==> src/rtl/mem_port_scheduler.sv <==
// Single data-memory port sequencer: arbitrates three load slots against a FIFO of
// committed stores, runs the memory handshake and the CDB writeback for loads.
module mem_port_scheduler #(
   parameter int SQ_DEPTH = 4,
   parameter int CNT_W    = 3
) (
   input  logic             clk,
   input  logic             rst_n,
   input  logic [2:0]       ld_ready,
   input  logic [191:0]     ld_addr,
   input  logic             st_push,
   input  logic [63:0]      st_addr,
   input  logic [63:0]      st_data,
   output logic             st_full,
   output logic [CNT_W-1:0] st_count,
   output logic             mem_req,
   output logic             mem_we,
   output logic [63:0]      mem_addr,
   output logic [63:0]      mem_wdata,
   input  logic             mem_ready,
   input  logic [63:0]      mem_rdata,
   output logic             cdb_req,
   input  logic             cdb_grant,
   output logic [3:0]       cdb_id,
   output logic [63:0]      cdb_data,
   output logic [2:0]       ld_remove
);
   localparam int PTR_W = $clog2(SQ_DEPTH);

   typedef enum logic [1:0] {IDLE, LD_MEM, LD_CDB, ST_MEM} state_t;

   state_t           state_q;
   logic [63:0]      sq_addr_q [SQ_DEPTH];
   logic [63:0]      sq_data_q [SQ_DEPTH];
   logic [PTR_W-1:0] head_q, tail_q;
   logic [CNT_W-1:0] count_q, count_d;
   logic [1:0]       rr_q, slot_q;
   logic             mem_req_q, mem_we_q, cdb_req_q;
   logic [63:0]      mem_addr_q, mem_wdata_q, cdb_data_q;
   logic [3:0]       cdb_id_q;
   logic [2:0]       ld_remove_q;

   logic [SQ_DEPTH-1:0] sq_valid;
   logic [2:0]          ld_hit, ld_elig;
   logic                ld_found;
   logic [1:0]          ld_pick;
   logic                push_ok, pop, full;

   function automatic logic [1:0] wrap3(input logic [2:0] v);
      return (v >= 3'd3) ? 2'(v - 3'd3) : v[1:0];
   endfunction

   assign full    = (count_q == CNT_W'(SQ_DEPTH));
   assign push_ok = st_push && !full;
   assign pop     = (state_q == ST_MEM) && mem_ready;
   assign count_d = count_q + CNT_W'(push_ok) - CNT_W'(pop);

   // An entry is live when its distance from the head is below the occupancy.
   genvar gi;
   for (gi = 0; gi < SQ_DEPTH; gi++) begin : g_valid
      logic [PTR_W-1:0] offs;
      assign offs         = PTR_W'(gi) - head_q;
      assign sq_valid[gi] = (CNT_W'(offs) < count_q);
   end

   always_comb begin
      ld_hit = '0;
      for (int i = 0; i < 3; i++) begin
         for (int j = 0; j < SQ_DEPTH; j++) begin
            if (sq_valid[j] && (sq_addr_q[j] == ld_addr[64*i +: 64])) ld_hit[i] = 1'b1;
         end
      end
   end

   assign ld_elig = ld_ready & ~ld_hit;

   // Walk candidates from farthest to nearest so the one closest to rr_q wins.
   always_comb begin
      ld_found = 1'b0;
      ld_pick  = rr_q;
      for (int k = 2; k >= 0; k--) begin
         if (ld_elig[wrap3({1'b0, rr_q} + 3'(k))]) begin
            ld_found = 1'b1;
            ld_pick  = wrap3({1'b0, rr_q} + 3'(k));
         end
      end
   end

   always_ff @(posedge clk) begin
      if (push_ok) begin
         sq_addr_q[tail_q] <= st_addr;
         sq_data_q[tail_q] <= st_data;
      end
   end

   always_ff @(posedge clk) begin
      if (!rst_n) begin
         state_q     <= IDLE;
         head_q      <= '0;
         tail_q      <= '0;
         count_q     <= '0;
         rr_q        <= '0;
         slot_q      <= '0;
         mem_req_q   <= 1'b0;
         mem_we_q    <= 1'b0;
         mem_addr_q  <= '0;
         mem_wdata_q <= '0;
         cdb_req_q   <= 1'b0;
         cdb_id_q    <= '0;
         cdb_data_q  <= '0;
         ld_remove_q <= '0;
      end else begin
         ld_remove_q <= '0;
         count_q     <= count_d;
         if (push_ok) tail_q <= tail_q + 1'b1;
         if (pop)     head_q <= head_q + 1'b1;
         case (state_q)
            IDLE: begin
               if (full || (!ld_found && count_q != '0)) begin
                  mem_req_q   <= 1'b1;
                  mem_we_q    <= 1'b1;
                  mem_addr_q  <= sq_addr_q[head_q];
                  mem_wdata_q <= sq_data_q[head_q];
                  state_q     <= ST_MEM;
               end else if (ld_found) begin
                  mem_req_q   <= 1'b1;
                  mem_we_q    <= 1'b0;
                  mem_addr_q  <= ld_addr[64*ld_pick +: 64];
                  mem_wdata_q <= '0;
                  slot_q      <= ld_pick;
                  state_q     <= LD_MEM;
               end
            end
            LD_MEM: begin
               if (mem_ready) begin
                  mem_req_q  <= 1'b0;
                  cdb_req_q  <= 1'b1;
                  cdb_id_q   <= 4'd6 + {2'b00, slot_q};
                  cdb_data_q <= mem_rdata;
                  state_q    <= LD_CDB;
               end
            end
            LD_CDB: begin
               if (cdb_grant) begin
                  cdb_req_q           <= 1'b0;
                  cdb_id_q            <= '0;
                  cdb_data_q          <= '0;
                  ld_remove_q[slot_q] <= 1'b1;
                  rr_q                <= (slot_q == 2'd2) ? 2'd0 : slot_q + 2'd1;
                  state_q             <= IDLE;
               end
            end
            ST_MEM: begin
               if (mem_ready) begin
                  mem_req_q <= 1'b0;
                  mem_we_q  <= 1'b0;
                  state_q   <= IDLE;
               end
            end
            default: state_q <= IDLE;
         endcase
      end
   end

   assign st_full   = full;
   assign st_count  = count_q;
   assign mem_req   = mem_req_q;
   assign mem_we    = mem_we_q;
   assign mem_addr  = mem_addr_q;
   assign mem_wdata = mem_wdata_q;
   assign cdb_req   = cdb_req_q;
   assign cdb_id    = cdb_id_q;
   assign cdb_data  = cdb_data_q;
   assign ld_remove = ld_remove_q;

endmodule

==> config.mk <==
export PLATFORM = sky130hd
export DESIGN_NAME = mem_port_scheduler
export DESIGN_NICKNAME = d
export VERILOG_FILES = /design/src/rtl/mem_port_scheduler.sv
export SDC_FILE = /design/constraint.sdc
export NUM_CORES = 1
export LEC_CHECK = 0
export CAP_MARGIN = 30
export CORE_MARGIN = 3
export CORE_UTILIZATION = 40
export DETAILED_ROUTE_END_ITERATION = 8
export DONT_BUFFER_PORTS = 1
export GPL_TIMING_DRIVEN = 0
export PLACE_DENSITY = 0.55
export SLEW_MARGIN = 10
export SYNTH_ARGS = -nofsm -noshare
export SYNTH_HDL_FRONTEND = slang
export SYNTH_SLANG_ARGS = --single-unit
==> constraint.sdc <==
create_clock -name clk -period 6.2 [get_ports clk]
set_input_delay 0.93 -clock clk [delete_from_list [all_inputs] [get_ports clk]]
set_output_delay 0.93 -clock clk [all_outputs]
set_load 0.01 [all_outputs]
# --- Word level (Yosys, flattened, before mapping) ---
# Memories as Yosys holds them, arrays and structs flattened. A register that Yosys moved wholly into a read port is not among the register bits.
# Index checks and enable logic that the tools add are counted.
word_totals:
  mem_bits_rw: 512
  out_inout_bits: 206
  n_memories: 2
  word_cells: 165
  ff_bits: 215
classes:
  muxes: 62
  n_addsub: 15
  n_reduce_logical: 34
  shifts: 1
  bitwise_logic: 3
  magnitude_cmp: 12
  n_eq_ne: 22
memory_table:
  columns: ["memory", "depth", "width", "rd", "rd_ports_with_merged_regs", "wr", "line", "rtl"]
  rows:
  - ["sq_addr_q", 4, 64, 5, 1, 1, "33", "logic [63:0] sq_addr_q [SQ_DEPTH];"]
  - ["sq_data_q", 4, 64, 1, 1, 1, "34", "logic [63:0] sq_data_q [SQ_DEPTH];"]
ops:
  columns: ["cell", "count"]
  rows:
  - ["$eq 64x64->1", 12]
  - ["$mux 64", 6]
  - ["$shiftx 192x9->64", 1]
  - ["$pmux 64 s2", 1]
  - ["$mux 2", 16]
  - ["$mux 1", 28]
  - ["$logic_and 1x1->1", 16]
  - ["$reduce_and 3->1", 5]
  - ["$lt 2x3->1", 4]
  - ["$lt 2x3->1 const B", 4]
  - ["$mux 4", 2]
  - ["$pmux 2 s4", 1]
  - ["$pmux 4 s2", 1]
  - ["$reduce_bool 2->1", 4]
  - ["$add 2x1->2 const B", 3]
  - ["$bmux 1 s2", 3]
  - ["$eq 2x2->1 const B", 3]
  - ["$ge 3x2->1 const B", 2]
  - ["$ne 2x2->1 const B", 3]
  - ["$pmux 1 s2", 3]
  - ["$sub 2x2->2 const B", 3]
  - ["$add 3x2->4 const A", 1]
  - ["$reduce_and 2->1", 2]
  - ["$reduce_and 4->1", 1]
  - ["21 further kinds", 24]

# --- Logic depth before layout (Yosys ltp) ---
# Gate-level depths: netlist (run 1).
logic_depth:
  word_depth: 19
  depth_mapped: 16
  ltp_nobuf: 13

# --- Least setup slack after synthesis (run 1) ---
# No wires, ideal clock.
synth_timing:
  path_type: "input -> register"
  startpoint: "input port st_push"
  endpoint: "memory sq_addr_q[0][0], enable pin"
  setup_ps: 502
  stages: 3
  setup_slack_ps: 1448
  t_arrival_ps: 4249
  t_required_ps: 5698
  path_buffers: 1
  cell_sequence: "nor2b_1 clkbuf_1 and2_1"
synth_between:
  elab_chain_len: 3
synth_rtl:
  columns: ["element", "line", "rtl"]
  rows:
  - ["from (decl)", "11", "input logic st_push,"]
  - ["$logic_and 1x1->1", "54", "assign push_ok = st_push && !full;"]
  - ["$mux 1", "90", "if (push_ok) begin"]
  - ["$mux 1 (not written as such)", "91", "sq_addr_q[tail_q] <= st_addr;"]
  - ["to (decl)", "33", null]
# Every way passes these cells.

# --- Final worst setup path (run 1) ---
layout_timing:
  startpoint: "input port ld_addr[159]"
  endpoint: "register mem_addr_q[12] (netlist: mem_addr[12])"
layout_between:
  elab_chain_len: 18
  word_cells_on_any_way: 34
  cone_classes: "eq/ne (4); shift (1); mux (18); bitwise (2); reduce/logical (9)"
layout_rtl:
  columns: ["element", "line", "rtl"]
  rows:
  - ["from (decl)", "10", "input logic [191:0] ld_addr,"]
  - ["$eq 64x64->1", "70", "if (sq_valid[j] && (sq_addr_q[j] == ld_addr[64*i +: 64])) ld_hit[i] = 1'b1;"]
  - ["$logic_and 1x1->1", "70", null]
  - ["$mux 1 (3 in a row)", "70", null]
  - ["$mux 1 *", "70", null]
  - ["$not 3->3 *", "75", "assign ld_elig = ld_ready & ~ld_hit;"]
  - ["$and 3x3->3 *", "75", null]
  - ["parallel branches: the longest is 10 deep, another holds $shiftx 192x9->64", null, null]
  - ["to (signal assigned)", "122", "mem_addr_q <= sq_addr_q[head_q];"]
  - ["to (signal assigned)", "128", "mem_addr_q <= ld_addr[64*ld_pick +: 64];"]
  - ["to (decl)", "39", "logic [63:0] mem_addr_q, mem_wdata_q, cdb_data_q;"]
# Every way passes the cells marked *. The select of a mux whose other input is x is not followed.
# A chain may end at the register's enable or synchronous reset.

==> results of run 1 <==
==> cells in the final DEF (no fill, tap or decap), types with 9 or more instances in the layout <==
cell type  count
buf_2         66
buf_16        11
nor2b_1       78
o221ai_1      65
clkinv_1      11
nor3b_1       64
inv_1        151
nand3b_1      60
buf_1         19
xor2_1       475
o21ai_0       10
clkbuf_1     270
edfxtp_1     512
clkbuf_16     82
a31oi_1      132
o22ai_1       65
ha_1          16
nand4_1      105
mux4_2       128
diode_2       18
dfxtp_1      216
xnor2_1      293
clkbuf_2       9
a21oi_1       78
and2_1        74
bufinv_16     11
buf_4         11
clkinv_2      10
nor4_1       132
nand3_1       69
nor3_1        16
==> registers in the layout, summed over array words and instances (netlist names), named ones only <==
signal and flops:
sq_addr_q 256, sq_data_q 256, cdb_data 64, mem_addr 64
mem_wdata 64, cdb_id 3, ld_remove 3, st_count 3
head_q 2, rr_q 2, slot_q 2, state_q 2
tail_q 2, cdb_req 1, mem_req 1, mem_we 1
==> final timing paths <==
kind	slack, ns	start	to	cells after the start
max	-0.12	ld_addr[159]	mem_addr[12]	14
min	0.33	st_addr[57]	sq_addr_q[2][57]	0
max reg2reg	-0.03	sq_addr_q[2][9]	mem_addr[12]	13
min reg2reg	0.49	slot_q[0]	ld_remove[2]	1
==> metrics by stage <==
stage | hold slack [ns] | setup slack [ns] | util | setup TNS (ns) | cells
floorplan | 0.4242 | 1.448 | - | 0 | 3150
finish | 0.3342 | -0.1247 | 0.4586 | -3.573 | 4611
global route | 0.3242 | 0.1118 | 0.4581 | 0 | 4595
global placement | 0.4362 | -2.062 | 0.4218 | -1160.43 | 4404
CTS | 0.3036 | 0.05137 | 0.4575 | 0 | 4589
detailed placement | 0.4541 | -0.6667 | 0.4282 | -58.26 | 4443
==> logic make-up (layout without fill, tap and decap cells) <==
family / after synthesis / in the layout / synth area share
adder cells (fa/ha/maj): 17 / 17 / 0.005798
XOR/XNOR: 768 / 768 / 0.1771
multiplexers: 133 / 133 / 0.07725
AO/OA/AOI/OAI: 373 / 373 / 0.06395
flip-flops: 728 / 728 / 0.5187
buffers and inverters: 493 / 682 / 0.05129
AND/OR/NAND/NOR: 638 / 638 / 0.1059
other: 0 / 18 / 0
==> timing repair <==
item / CTS / global route
endpoints found under the setup margin: 0 / 29
setup buffers: 0 / 0
resized for setup: 0 / 4
==> layout make-up <==
| type | count | area (um2) |
|---|---|---|
| clock buffer | 101 | 2153 |
| antenna | 18 | 45.04 |
| timing repair buffer | 43 | 596.8 |
| inverter | 151 | 566.8 |
| multi-input combinational | 1929 | 16380 |
| sequential | 728 | 19700 |
| tap | 1254 | 1569 |
| fill | 8435 | 50760 |
| clock inverter | 45 | 593.1 |
| buffer | 342 | 1390 |
==> power by group <==
part	internal [mW]	leakage [nW]	switching, mW	total, mW
combinational	1.49	6.20	3.29	4.77
sequential	6.06	6.46	1.02	7.08
clock	2.95	1.34	2.08	5.03
==> per-layer routing <==
layer / up-vias / track usage / part of all wire / wire length [um]
met2: 2476 / 0.6318 / 0.43 / 91840
met1: 15130 / 0.5123 / 0.36 / 76800
met3: 586 / 0.1518 / 0.13 / 26720
met4: 26 / 0.2545 / 0.075 / 15890
met5: - / 0 / 0.00081 / 171
li1: 11730 / - / - / -
==> critical path: stages <==
cell and delay [ns]:
clkbuf_1 0.34, xor2_1 0.43, nor4_1 0.79, nand4_1 0.43
nor4_1 0.67, nand4_1 0.47, nand4_1 0.59, a31oi_1 0.18
o32a_1 0.21, nand2_1 0.47, buf_2 0.61, buf_2 0.41
nand3b_1 0.13, a31oi_1 0.18
==> summary.md, run 1 <==
| Metric | Value |
|---|---|
| Seq cells post-synth | `~730` |
| Final wirelength | `about 210 mm` |
| Minimum clock period | `~6.3 ns` |
| CTS Sinks | `roughly 730` |
| CTS tree | `done` |
| Async S/R FF share, synth | `0` |
| IO buf count | `0` |
| Nets | `approximately 3700` |
| Static Leak | `approximately 14 nW` |
| Synth cell types | `55` |
| Count leader, synth | `edfxtp_1` |
| Most used flip-flop cell after synthesis | `edfxtp_1` |
| Io pins | `598` |
| Synthesized cell area | `37980 um2` |
| Clock transition at path regs | `roughly 0.06 ns` |
| Synth area leaders | `edfxtp_1, dfxtp_1, xor2_1, mux4_2, xnor2_1` |
| Initial detailed-routing violation count | `4899` |
| Share of layout cells above drive strength 1 | `0.1126` |
| Max-cap violation count | `0` |
| Slew margin rel. | `0.2568` |
| Post-Syn Area per Cell | `~12 um2` |
| Final setup viols | `between 70 and 80` |
| Worst VDD drop | `about 0.31 mV` |
| Setup CP Type | `in -> reg` |
| Vias per cell | `between 6 and 7` |
| DRC errors left | `0` |
| CP endpoint kind | `flip-flop` |
| Final Instance Area | `~43000 um2` |
| Chip width | `around 310 um` |
| Initial core utilization | `0.4051` |
| Sequential area share after synthesis | `0.5187` |
| GRT Residual Overflow | `0` |
| Hold Buf Count CTS | `0` |
| Synth warn | `0` |
| CTS Buf Count | `80` |
| Total power | `16.89 mW` |
| DIE AREA | `98680 um2` |
| HPWL after DPL | `roughly 180 mm` |
| Peak Freq | `approximately 160 MHz` |
| Worst EP required | `~6.8 ns` |
| Final period util | `1.020` |
| Cells after Synth | `about 3200` |
| Critical Path AT | `6.91 ns` |
| Cell taking the most area after synthesis | `edfxtp_1` |
| H-tree levels | `3` |
| Vias in the first global route | `28860` |
| Crit-path max FO | `10` |
| Final WS setup | `-0.1247 ns` |
| Critical Path Source Type | `input port` |
| Syn_nets | `around 3600` |
| Final count of hold timing violations | `0` |
| Worst hold path type | `in -> reg` |
| Total number of vias | `29950` |
| Global placement routability congestion | `1.094` |
| Initial antenna violation count | `32` |
| PD cells | `just under 400 nW/um2` |
| Number of flops mapped to enable cells by yosys | `just over 500` |
| Failing checks | `negative setup slack` |
| Area growth, synth to finish | `13.20%` |
| Final ANT Viol Nets | `0` |
| First-pass DRT Iterations | `8` |
| Final Max Tran Viols | `0` |
| Unrepaired setup endpoints after global routing | `false` |
| Placement Cell Area | `about 40000 um2` |
| Share of Yosys cell area claimed by the top area cell type | `0.4048` |
| Skew-Pair Late Insertion Delay | `0.69 ns` |
| Site row count | `112` |
| Die height | `around 310 um` |
| First-pass GRT wire length | `around 270 mm` |
| Clock skew | `0.03640 ns` |
| Routed len/inst | `approximately 46 um` |
| GRT Total Usage | `0.4187` |
| Synth cell count leaders | `edfxtp_1, xor2_1, xnor2_1` |
| Outcome | `finished with violations` |
| Largest net degree at the start of global routing | `44` |
| CTS max path bufs | `3` |
| Clk root buf | `clkbuf_16` |
| Core area | `about 94000 um2` |
| Worst slew pin tran | `1.111 ns` |
Power figures use the tool's default switching activity.
==> inputs of run 2 (changes only) <==
--- a/config.mk
+++ b/config.mk
@@ -8,10 +8,12 @@
 export CAP_MARGIN = 30
 export CORE_MARGIN = 3
 export CORE_UTILIZATION = 40
+export CTS_CLUSTER_DIAMETER = 50
+export CTS_CLUSTER_SIZE = 28
 export DETAILED_ROUTE_END_ITERATION = 8
 export DONT_BUFFER_PORTS = 1
 export GPL_TIMING_DRIVEN = 0
-export PLACE_DENSITY = 0.55
+export PLACE_DENSITY = 0.57
 export SLEW_MARGIN = 10
 export SYNTH_ARGS = -nofsm -noshare
 export SYNTH_HDL_FRONTEND = slang
==> constraint.sdc (replaced) <==
create_clock -name clk -period 5.8 [get_ports clk]
set_input_delay 0.87 -clock clk [delete_from_list [all_inputs] [get_ports clk]]
set_output_delay 0.87 -clock clk [all_outputs]
set_load 0.01 [all_outputs]
==> run 2 against run 1 <==
Utilization increased by 0.14 points. Critical path type unchanged. Hold slack got worse by 0.067 ns. Register-to-register slack got worse by 0.04 ns. Critical path depth unchanged. Wire length decreased by 5.0%. First-iteration DRC count decreased by 10%. Largest power group unchanged. The run still ends with negative setup slack left. Power increased by 7.7%.
==> summary.md, run 2 (same netlist as run 1, synthesis figures left out) <==
| Metric | Value |
|---|---|
| First-pass DRT Iterations | `7` |
| Slew margin rel. | `0.2708` |
| Hold Buf Count CTS | `0` |
| Placement Cell Area | `roughly 40000 um2` |
| Outcome | `finished with violations` |
| DIE AREA | `98680 um2` |
| Min Hold Slack | `between 0.2 and 0.3 ns` |
| Die height | `about 310 um` |
| Place WS | `-0.9230 ns` |
| Setup CP Type | `in -> reg` |
| Non-Filler Instances | `4609` |
| Setup TNS | `-2.932 ns` |
| Setup bufs post-CTS | `0` |
| Final period util | `1.021` |
| GRT Residual Overflow | `0` |
| Worst EP required | `between 6 and 7 ns` |
| First-pass GRT wire length | `about 260 mm` |
| GRT Total Usage | `0.3965` |
| Clk root buf | `clkbuf_16` |
| Final count of hold timing violations | `0` |
| Top Registers | `sq_addr_q x256, sq_data_q x256` |
| Commonest non-fill, non-tap cell in the layout | `edfxtp_1` |
| Total power | `18.19 mW` |
| Skew-Pair Late Insertion Delay | `0.69 ns` |
| Final Max Tran Viols | `0` |
| Critical Path AT | `6.48 ns` |
| Global placement routability congestion | `about 1.1` |
| Max-cap violation count | `0` |
| Register area | `19700 um2` |
| Total number of vias | `29160` |
| CTS Sinks | `~730` |
| Share of layout cells above drive strength 1 | `0.1200` |
| Initial detailed-routing violation count | `4390` |
| Final ANT Viol Nets | `0` |
| Clock transition at path regs | `roughly 0.07 ns` |
| Site row count | `between 100 and 150` |
| Vias in the first global route | `around 28000` |
| Worst VDD drop | `0.4734 mV` |
| PD cells | `roughly 420 nW/um2` |
| Initial antenna violation count | `32` |
| Clock skew | `between 0.03 and 0.04 ns` |
| Nets | `3680` |
| Multi-input gate area | `16380 um2` |
| HPWL after DPL | `approximately 170 mm` |
| DRC errors left | `0` |
| Cell count after placement | `between 4000 and 5000` |
| Minimum clock period | `about 5.9 ns` |
| CP endpoint kind | `flip-flop` |
| CTS max path bufs | `3` |
| Core area | `around 94000 um2` |
| Area growth, synth to finish | `13.55%` |
| Final WS setup | `-0.1231 ns` |
| IO buf count | `0` |
| CTS tree | `done` |
| Io pins | `between 500 and 600` |
| Commonest cells after routing, fill and taps aside | `edfxtp_1, xor2_1, xnor2_1, clkbuf_1, dfxtp_1` |
| Final wirelength | `about 200 mm` |
| Worst slew pin tran | `1.084 ns` |
| Worst hold path type | `in -> reg` |
| Unrepaired setup endpoints after global routing | `false` |
| Critical Path Source Type | `input port` |
| Static Leak | `around 14 nW` |
| Largest net degree at the start of global routing | `49` |
| Crit-path max FO | `10` |
| CTS Buf Count | `slightly above 80` |
| Initial core utilization | `0.4051` |
| Peak Freq | `168.8 MHz` |
| Chip width | `around 310 um` |
| Failing checks | `negative setup slack` |
| Final setup viols | `43` |
| Fillers | `around 8700` |
| H-tree levels | `3` |
| Final Instance Area | `between 40000 and 50000 um2` |
| Vias per cell | `between 6 and 7` |
| Core Util, Final | `0.4600` |
| Routed len/inst | `about 44 um` |
| Worst R2R Setup Slack | `-0.07 ns` |
run 2: cell types whose count changed in the layout (fill, tap and decap cells not counted), sizes merged:
| cell | previous run | this run |
|---|---|---|
| inv | 158 | 173 |
| clkinv | 26 | 25 |
| clkbuf | 365 | 358 |
| bufinv | 11 | 10 |
| diode | 18 | 14 |
| clkinvlp | 1 | 6 |
| buf | 121 | 112 |
run 2: where the power goes:
part | internal [mW] | switching, mW | leakage (nW)
Combinational | 1.57 | 3.34 | 6.15
Sequential | 6.48 | 1.12 | 6.46
Clock | 3.27 | 2.41 | 1.45
Total | 11.3 | 6.87 | 14.1
run 2: metal layers:
layer  GRT usage  share of wire  vias to the layer above
li1            -              -                    11710
met5           0        0.00093                        -
met1      0.5174           0.39                    14800
met3      0.1280           0.12                      430
met4      0.1731          0.053                       28
met2      0.6042           0.44                     2181
run 2: worst paths after layout:
check | from | cells past startpoint | to
setup / recovery | ld_addr[137] | 14 | mem_addr[37]
hold / removal | st_addr[13] | 0 | sq_addr_q[3][13]
setup reg to reg | sq_addr_q[2][62] | 13 | mem_addr[37]
hold reg to reg | slot_q[0] | 1 | ld_remove[2]
run 2: cell type report:
cell class	count	area share
sequential	728	0.4568
multi-input combinational	1929	0.3798
clock buffer	92	0.05060
tap	1254	0.03638
antenna	14	0.0008123
clock inverter	63	0.01900
buffer	342	0.03220
timing repair buffer	36	0.01129
inverter	151	0.01314
run 2: what timing repair did:
action                     CTS  global route
hold endpoints to repair     0             0
setup endpoints to repair   56            24
gates resized for setup      3             3
run 2: critical path, stage by stage:
cell and delay [ns]:
clkbuf_1 0.35, xor2_1 0.27, nor4_1 0.90, nand4_1 0.31, nor4_2 0.64, nand4_1 0.42, nand4_1 0.48, a22oi_1 0.17
o211ai_2 0.38, o21ai_1 0.29, clkbuf_2 0.50, clkbuf_1 0.48, o221ai_1 0.30, a31oi_1 0.06
